File: config.mk
export PLATFORM = sky130hd
export DESIGN_NAME = pc_sequencer
export DESIGN_NICKNAME = d
export VERILOG_FILES = /design/src/rtl/pc_sequencer.sv
export SDC_FILE = /design/constraint.sdc
export NUM_CORES = 1
export LEC_CHECK = 0
export BUFFER_PORTS_ARGS = -buffer_cell sky130_fd_sc_hd__buf_2
export CORE_MARGIN = 1.5
export CORE_UTILIZATION = 50
export CTS_BUF_LIST = sky130_fd_sc_hd__clkbuf_2
export DETAILED_ROUTE_END_ITERATION = 7
export GPL_TIMING_DRIVEN = 0
export PLACE_DENSITY_LB_ADDON = 0.25
export SKIP_CTS_REPAIR_TIMING = 1
export SYNTH_ARGS = -nofsm -noshare
export SYNTH_HDL_FRONTEND = slang
export SYNTH_SLANG_ARGS = --single-unit
export TNS_END_PERCENT = 50
File: constraint.sdc
create_clock -name clock -period 3.42 [get_ports clock]
set_input_delay 0.513 -clock clock [delete_from_list [all_inputs] [get_ports clock]]
set_output_delay 0.513 -clock clock [all_outputs]
set_load 0.005 [all_outputs]
File: src/rtl/pc_sequencer.sv
// Fetch/issue/execute sequencer that owns the architectural PC and the imem handshake.
// Optional misaligned-target trap is enabled by defining PCSEQ_ALIGN_TRAP_EN.
module pc_sequencer #(
    parameter logic [15:0] RESET_PC = 16'h0000,
    parameter logic [15:0] TRAP_VEC = 16'h0004
) (
    input  logic        clock,
    input  logic        reset,
    output logic        imem_req,
    output logic [15:0] imem_addr,
    input  logic        imem_ack,
    input  logic [15:0] imem_rdata,
    output logic        instr_valid,
    output logic [15:0] instr,
    output logic [15:0] instr_pc,
    input  logic        instr_ready,
    input  logic        resolve_valid,
    input  logic        flag_branch,
    input  logic        aluZero,
    input  logic [15:0] branchOff,
    input  logic        flag_jump,
    input  logic [15:0] jumpAddr,
    input  logic        halt,
    output logic [15:0] pc,
    output logic        halted,
    output logic        trap,
    output logic [15:0] trap_pc
);

    typedef enum logic [1:0] {
        FETCH,
        ISSUE,
        EXEC,
        HALTED
    } state_t;

    state_t      state;
    logic [15:0] seq_pc;
    logic [15:0] target_pc;

    // Jump outranks a taken branch; all additions wrap at 16 bits.
    always_comb begin
        seq_pc = pc + 16'd2;
        if (flag_jump) begin
            target_pc = jumpAddr;
        end else if (flag_branch && aluZero) begin
            target_pc = seq_pc + branchOff;
        end else begin
            target_pc = seq_pc;
        end
    end

    assign imem_addr = pc;

`ifndef PCSEQ_ALIGN_TRAP_EN
    assign trap    = 1'b0;
    assign trap_pc = '0;
`endif

    // imem_req is held low for the first FETCH cycle after reset, so an ack is
    // only honoured once the request is actually visible on the bus.
    always_ff @(posedge clock) begin
        if (reset) begin
            state       <= FETCH;
            pc          <= RESET_PC;
            imem_req    <= 1'b0;
            instr_valid <= 1'b0;
            halted      <= 1'b0;
            instr       <= '0;
            instr_pc    <= '0;
`ifdef PCSEQ_ALIGN_TRAP_EN
            trap        <= 1'b0;
            trap_pc     <= '0;
`endif
        end else begin
`ifdef PCSEQ_ALIGN_TRAP_EN
            trap <= 1'b0;
`endif
            case (state)
                FETCH: begin
                    if (imem_req && imem_ack) begin
                        instr       <= imem_rdata;
                        instr_pc    <= pc;
                        imem_req    <= 1'b0;
                        instr_valid <= 1'b1;
                        state       <= ISSUE;
                    end else begin
                        imem_req <= 1'b1;
                    end
                end
                ISSUE: begin
                    if (instr_ready) begin
                        instr_valid <= 1'b0;
                        state       <= EXEC;
                    end
                end
                EXEC: begin
                    if (resolve_valid) begin
`ifdef PCSEQ_ALIGN_TRAP_EN
                        if (target_pc[0]) begin
                            pc      <= TRAP_VEC;
                            trap    <= 1'b1;
                            trap_pc <= target_pc;
                        end else begin
                            pc <= target_pc;
                        end
`else
                        pc <= target_pc & 16'hFFFE;
`endif
                        if (halt) begin
                            halted <= 1'b1;
                            state  <= HALTED;
                        end else begin
                            imem_req <= 1'b1;
                            state    <= FETCH;
                        end
                    end
                end
                HALTED: begin
                    halted   <= 1'b1;
                    imem_req <= 1'b0;
                end
                default: begin
                    state <= FETCH;
                end
            endcase
        end
    end

endmodule

After elaboration in Yosys (flattened, before gate mapping)

Index checks and enable logic that the tools add are counted.

Reduce and logical (&&, ||, !) cells: 13
Muxes and demuxes: 17
Add/sub/neg operators: 2
Equality and inequality tests: 8

Operator list:

| cell                    | number |
|---|---|
| $mux W16                | 2 |
| $add A16 B16 Y16        | 1 |
| $add A16 B2 Y16 const B | 1 |
| $ne A2 B2 Y1 const B    | 5 |
| $reduce_and A3 Y1       | 3 |
| $mux W2                 | 4 |
| $mux W1                 | 7 |
| $pmux W2 S3             | 1 |
| $reduce_bool A3 Y1      | 2 |
| $eq A2 B2 Y1 const B    | 2 |
| $pmux W1 S2             | 2 |
| $reduce_and A2 Y1       | 2 |
| $reduce_and A4 Y1       | 1 |
| $reduce_bool A2 Y1      | 2 |
| $pmux W1 S3             | 1 |
| $eq A2 B1 Y1 const B    | 1 |
| $logic_and A1 B1 Y1     | 2 |
| $logic_not A2 Y1        | 1 |

Word-level logic and storage cells: 47
Output and inout bits: 84
Input port bits: 57
Register bits: 51

Depth between registers and ports, before layout

Gate-level depths: netlist of run 1.

Depth in word-level cells: 4
Mapped depth: 12
Depth with buffers taken out: 12

Worst setup path after synthesis of run 1

OpenSTA, ideal clock, no wires.

Kind: register to register
Start: register pc[3] (netlist: imem_addr[3])
End: register pc[15] (netlist: imem_addr[15])
Clock period less this slack: 2667 ps
Data arrival time: 2587 ps
Buffers on the path: 0
Setup time: 79 ps
Path slack: 753 ps
Required time: 3341 ps
Stages on the path, launching flop included: 12
Cell sequence: dfxtp_1 > and4_4 > nand4_1 > xnor2_1 > ha_1 > a21o_1 > a2111oi_4 > o2bb2ai_2 > o2111ai_1 > a21oi_1 > xnor2_1 > a211oi_2

Word-level cells in the longest chain between the ends: 4

Ends and longest elaborated chain:

| what                   | RTL line | RTL |
|---|---|---|
| from (decl)            | 24       | `output logic [15:0] pc,` |
| from (signal assigned) | 108      | `pc <= target_pc & 16'hFFFE;` |
| $add A16 B2 Y16 *      | 43       | `seq_pc = pc + 16'd2;` |
| $add A16 B16 Y16       | 47       | `target_pc = seq_pc + branchOff;` |
| $mux W16 *             | 46       | `end else if (flag_branch && aluZero) begin` |
| $mux W16 *             | 44       | `if (flag_jump) begin` |

Every way passes the cells marked *; elsewhere a longest branch is shown, timed or not.
A chain may end at the register's enable or synchronous reset.

Worst setup path after layout of run 1

Ends and elaborated chain as after synthesis.

==> metrics.md, run 1 <==
| Metric | Value |
|---|---|
| CTS Buffer Depth | 2 |
| Hold Path Sink | instr[9] |
| Num ports | 141 |
| GR Util All Layers | 0.251 |
| Post-Synthesis Cells | 452 |
| Worst r2r src | imem_addr[3] |
| Hold Crit Class | primary input to register |
| Run status | finished, violations left |
| CP Class | register to register |
| Worst setup SP type | register |
| Yosys warns | 0 |
| Congestion Overflow GR | 0 |
| Fin. Hold Viols | 0 |
| GP Congestion | 0.911 |
| Final Max Tran Viols | 0 |
| H-tree depth | 2 |
| Detail Route Antenna Nets | 0 |
| Hold path startpoint | imem_rdata[9] |
| Post-DP HPWL | 7560 µm |
| Clk_skew | 24.7 ps |
| Top_reg_cell synth | dfxtp_1 |
| Failing checks | design-rule violations |
| Residual DRC count | 8 |
| Max-cap violations | 0 |
| Worst slew margin | 0.643 |
| Final Util | 0.656 |
| Hold path depth | 3 |
| CTS buffer count | 5 |
| Crit path max fanout | 9 |
| Pwr dens | 272 nW/µm² |
| Power Total | 1.15 mW |
| Largest net degree at the start of global routing | 15 |
| Register-to-Register Path Depth | 11 |
| Tmin final | 3210 ps |
| Number of buffers added on ports | 118 |
| Antenna Cells | 0 |
| Seq/Total Area, Yosys | 0.299 |
| Crit path DAT | 3580 ps |
| Vias in the first global route | 3166 |
| LEAKAGE | 2.09 nW |
| Total clock sinks | 51 |
| Synth Register Bits | 51 |
| Max Freq | 312 MHz |
| Vias/cell | 5.34 |
| Final worst path period share | 0.938 |
| # nets final | 678 |
| Clock latency on the worst-skew pair | 420 ps |
| CORE AREA | 6460 µm² |
| DR WL/cell | 14.1 µm |
| Cell row count | 29 |
| Global-route wire length before repair | 14800 µm |
| Layout cells sized above 1 | 0.284 |
| Capture point of the worst reg-to-reg path | imem_addr[15] |
| FFs w/ async S/R, synth | 0 |
| Drt pass-1 iters | 7 |
| RSZ-0062 raised after global routing | false |
| Sum Neg Setup Slack | 0 ps |
| TritonCTS clock tree | yes |
| Post-synth EDFFs | 0 |
| Starting density of the core | 0.529 |
| Area growth, synth to finish | 24.0% |
| Die Span Y | 85.7 µm |
| CTS clk-pin slew, worst paths | 260 ps |
| Syn avg cell area | 7.56 µm² |
| Worst VDD drop | 236 µV |
| Cell variety after synth | 52 |
| Clk root buf | clkbuf_2 |
| Endpoint type of the worst setup path | register |
| Final wirelength | 9520 µm |
| Initial DRC count | 178 |
| Final setup vio count | 0 |
| Initial antenna violation count | 0 |
| Vias | 3595 |
| Critical path required time | 3790 ps |
| Die ar. | 7340 µm² |
| Die width | 85.7 µm |
| Post-Syn Area | 3420 µm² |
| Slew at the pin with the worst max-slew slack | 535 ps |
| R2R Setup Slk | 210 ps |
-- cell usage after synthesis, drive strengths merged, types with 2 or more instances --
master,n,area [µm²]
a22oi,2,15.0
o31ai,3,22.5
a31oi,4,25.0
o21ai,14,70.1
and2,3,18.8
clkbuf,17,63.8
nor2b,2,12.5
mux2i,3,30.0
inv,13,48.8
and3,5,31.3
nor3,4,20.0
a211oi,6,50.1
buf,36,267
xnor2,16,148
nand2b,3,18.8
o21a,3,22.5
nor2,35,131
o2bb2ai,2,23.8
and4,3,31.3
a21o,3,22.5
a21oi,52,260
nand2,98,368
o2111ai,2,17.5
o211ai,5,37.5
dfxtp,51,1020
xor2,9,78.8
ha,24,300
nand3b,3,22.5
nand3,12,65.1
nand4,3,18.8
o22ai,3,18.8
-- registers in the layout (all words and copies together) (netlist names) --
name         cells
instr_pc        15
instr_valid      1
halted           1
imem_addr       15
instr           16
state            2
imem_req         1
-- kinds of logic (layout without fill, tap and decap cells) --
logic type,Yosys count,count (layout),share of synthesized area
AOI/OAI and AO/OA,108,108,0.200
xor gates and xnor gates,25,25,0.0663
adders and majority gates,25,25,0.0938
buffers and inverters,66,191,0.111
DFF,51,51,0.299
muxes,3,3,0.00879
other,1,20,0.00110
and+or+nand+nor,173,173,0.220
-- final cells by class --
class,count,area (µm²)
Buffer,53,330
Clock buffer,6,30.0
Clock inverter,1,30.0
Fill cell,626,2220
Inverter,13,48.8
Multi-Input combinational cell,354,2090
Sequential cell,51,1020
Tap cell,77,96.3
Timing Repair Buffer,118,591
-- routing by layer --
layer	wire length, µm	track usage	vias up
met5	0	0	-
met4	193	0.0762	0
met3	623	0.0298	19
met2	4560	0.433	142
met1	4140	0.330	1656
li1	-	-	1778
-- metrics by stage --
stage | instance area, µm² | cells | worst slack, ps | hold slack [ps]
after CTS | 4230 | 673 | 239 | 279
after global placement | 4170 | 666 | 365 | 440
final | 4240 | 673 | 213 | 304
after floorplan | 3490 | 471 | 753 | 453
after detailed placement | 4170 | 666 | 312 | 445
after global routing | 4240 | 673 | 28.7 | 269
-- power breakdown --
part           internal, mW  switching [mW]  leakage, nW
Combinational        0.0953           0.123         1.64
Clock                 0.123           0.186       0.0391
Sequential            0.612          0.0116        0.413
Total                 0.831           0.321         2.09
-- worst max-delay path by stage --
stage / from / end / slack (ps) / depth (start not counted)
after floorplan: imem_addr[3] / imem_addr[15] / 750 / 11
after global placement: imem_addr[3] / imem_addr[15] / 360 / 11
after detailed placement: imem_addr[2] / imem_addr[14] / 310 / 11
after CTS: imem_addr[2] / imem_addr[14] / 240 / 11
after global routing: imem_addr[1] / imem_addr[14] / 30 / 12
final: imem_addr[3] / imem_addr[15] / 210 / 11
-- layout by cell type, fill, tap and decap left out, drive strengths merged, types with 4 or more instances in the layout --
cell type and n:
buf 154, nand2 98, a21oi 52, dfxtp 51
nor2 35, ha 24, clkbuf 23, conb 20
xnor2 16, o21ai 14, inv 13, nand3 12
xor2 9, a211oi 6, and3 5, o211ai 5
nor3 4, a31oi 4
-- critical path: stages (launching register included) --
cell and delay [ps]:
dfxtp_1 590, and4_4 300, nand4_1 120, xnor2_1 250, ha_1 330, a21o_1 250
a2111oi_4 340, o2bb2ai_2 180, o2111ai_1 160, a21oi_1 290, xnor2_1 130, a211oi_2 210
Note: power is estimated with default switching activity, not from simulation.
==> run 2: changes to the inputs <==
Settings changed: CTS_BUF_LIST sky130_fd_sc_hd__clkbuf_2 to sky130_fd_sc_hd__clkbuf_4.
==> run 2 against run 1 <==
Compared with the run above: the flow still finishes with violations (design-rule violations); clock power increased by 12%; design area increased by 0.35%; sequential share of layout area decreased by 0.085 points; sequential power about the same; hold slack improved by 72 ps; register-to-register slack improved by 20 ps; critical path depth unchanged; power increased by 3.1%; count of clock-buffer cells in the layout unchanged; first-iteration DRC count increased by 6.2%; fmax increased by 0.55%; worst setup slack improved by 18 ps; critical path type unchanged.
==> metrics.md, run 2 (synthesized netlist as in run 1, its figures left out) <==
| Metric | Value |
|---|---|
| Die width | 85.7 µm (unchanged) |
| Layout Cells excl Fill | 673 (unchanged) |
| Worst r2r src | imem_addr[1] |
| Worst VDD drop | 246 µV (+4.4%) |
| Vias in the first global route | 3173 (+0.22%) |
| Detail Route Antenna Nets | 0 (unchanged) |
| Most used cell, CP | xnor2_1 |
| R2R Setup Slk | 230 ps (+20 ps) |
| Critical path required time | 3720 ps (-70 ps) |
| Clock latency on the worst-skew pair | 360 ps (-60 ps) |
| # nets final | 678 (unchanged) |
| Hold Path Sink | instr[9] |
| Max Freq | 314 MHz (+0.55%) |
| RSZ-0062 raised after global routing | false |
| Worst setup SP type | register |
| Congestion Overflow GR | 0 (unchanged) |
| Endpoint type of the worst setup path | register |
| Commonest cells after routing, fill and taps aside | buf_2, nand2_1, a21oi_1 |
| Max reg flops | 16 (unchanged) |
| Final setup vio count | 0 (unchanged) |
| Capture point of the worst reg-to-reg path | imem_addr[15] |
| Fin. Hold Viols | 0 (unchanged) |
| CORE AREA | 6460 µm² (unchanged) |
| Number of buffers added on ports | 118 (unchanged) |
| Sum Neg Setup Slack | 0 ps (unchanged) |
| Hold path startpoint | imem_rdata[9] |
| Initial DRC count | 189 (+6.2%) |
| TritonCTS clock tree | yes |
| Slowest library cell on the worst path | dfxtp_1 |
| LEAKAGE | 2.09 nW (+0.13%) |
| Pwr dens | 279 nW/µm² (+2.7%) |
| Final Max Tran Viols | 0 (unchanged) |
| Tmin final | 3190 ps (-17.6 ps) |
| Worst path cell trace | clkbuf_1, nand4_1, xnor2_1, ha_1, a21o_1, a2111oi_4, o2bb2ai_2, o2111ai_1, a21oi_1, xnor2_1, a211oi_2 |
| Clk_skew | 10.4 ps (-14.3 ps) |
| Global-route wire length before repair | 14800 µm (+0.19%) |
| Failing checks | design-rule violations |
| CTS buffer count | 5 (unchanged) |
| Biggest register | instr |
| Initial antenna violation count | 0 (unchanged) |
| Setup WS post-layout | 231 ps (+17.6 ps) |
| CTS Buffer Depth | 2 (unchanged) |
| Inst Count DP | 666 (unchanged) |
| Vias | 3577 (-0.50%) |
| Crit path max fanout | 8 (-1) |
| Die Span Y | 85.7 µm (unchanged) |
| Vias/cell | 5.32 (-0.50%) |
| Clk root buf | clkbuf_4 |
| H-tree depth | 2 (unchanged) |
| Max-cap violations | 0 (unchanged) |
| CP max stage delay | 460 ps (-130 ps) |
| Run status | finished, violations left |
| Residual DRC count | 8 (unchanged) |
| Pre-CTS setup slack | 312 ps (unchanged) |
| Hold path depth | 3 (unchanged) |
| Hold Crit Class | primary input to register |
| Antenna Cells | 0 (unchanged) |
| Num ports | 141 (unchanged) |
| Cell row count | 29 (unchanged) |
| GR Util All Layers | 0.252 (+0.000405) |
| Final wirelength | 9540 µm (+0.19%) |
| Starting density of the core | 0.529 (unchanged) |
| Total clock sinks | 51 (unchanged) |
| Drt pass-1 iters | 7 (unchanged) |
| Worst slew margin | 0.630 (-0.0137) |
| Die ar. | 7340 µm² (unchanged) |
| Power Total | 1.19 mW (+3.1%) |
| DR WL/cell | 14.2 µm (+0.19%) |
| Largest net degree at the start of global routing | 15 (unchanged) |
| Final worst path period share | 0.933 (-0.00514) |
| Register-to-Register Path Depth | 11 (unchanged) |
| Commonest non-fill, non-tap cell in the layout | buf_2 |
| CTS clk-pin slew, worst paths | 150 ps (-110 ps) |
| Layout cells sized above 1 | 0.284 (unchanged) |
| Crit path DAT | 3490 ps (-90 ps) |
| Slew at the pin with the worst max-slew slack | 555 ps (+20.6 ps) |
| Area growth, synth to finish | 24.4% |
| CP Class | register to register |
| Post-DP HPWL | 7560 µm (unchanged) |
| GP Congestion | 0.911 (unchanged) |
-- run 2: through the flow --
stage           util  instance area, µm²  hold WS, ps
2_1_floorplan      -                3490          453
3_3_place_gp   0.646                4170          440
3_5_place_dp   0.646                4170          445
4_1_cts        0.658                4250          363
5_1_grt        0.658                4250          362
6_report       0.658                4250          376
-- run 2: worst max-delay path: cells and delay by family (launching register included) --
kind / cells / cell delay (ps)
adder cells (fa/ha/maj): 1 / 320
buffers and inverters: 1 / 350
flip-flops: 1 / 460
AND/OR/NAND/NOR: 1 / 180
AO/OA/AOI/OAI: 6 / 1430
XOR/XNOR: 2 / 380
-- run 2: area by class of cell --
class,instances,area (µm²)
Buffer,53,330
Clock buffer,6,45.0
Clock inverter,1,30.0
Fill cell,625,2210
Inverter,13,48.8
Multi-Input combinational cell,354,2090
Sequential cell,51,1020
Tap cell,77,96.3
Timing Repair Buffer,118,591
-- run 2: per-layer routing --
layer,GRT usage,share of wire,vias to the layer above
met4,0.0762,0.020,0
met2,0.435,0.48,133
li1,-,-,1781
met1,0.330,0.44,1644
met5,0,0,-
met3,0.0298,0.062,19
-- run 2: power breakdown --
part,internal (mW),switching (mW),leakage (nW)
Clock,0.159,0.187,0.0417
Combinational,0.0953,0.123,1.64
Sequential,0.611,0.0116,0.413
Total,0.865,0.321,2.09
-- run 2: how the worst max path moves through the flow --
stage / start / end / slack (ps) / cells after the start
after floorplan: imem_addr[3] / imem_addr[15] / 750 / 11
after global placement: imem_addr[3] / imem_addr[15] / 360 / 11
after detailed placement: imem_addr[2] / imem_addr[14] / 310 / 11
after CTS: imem_addr[2] / imem_addr[14] / 260 / 11
after global routing: imem_addr[1] / imem_addr[14] / 50 / 12
final: imem_addr[1] / imem_addr[15] / 230 / 11
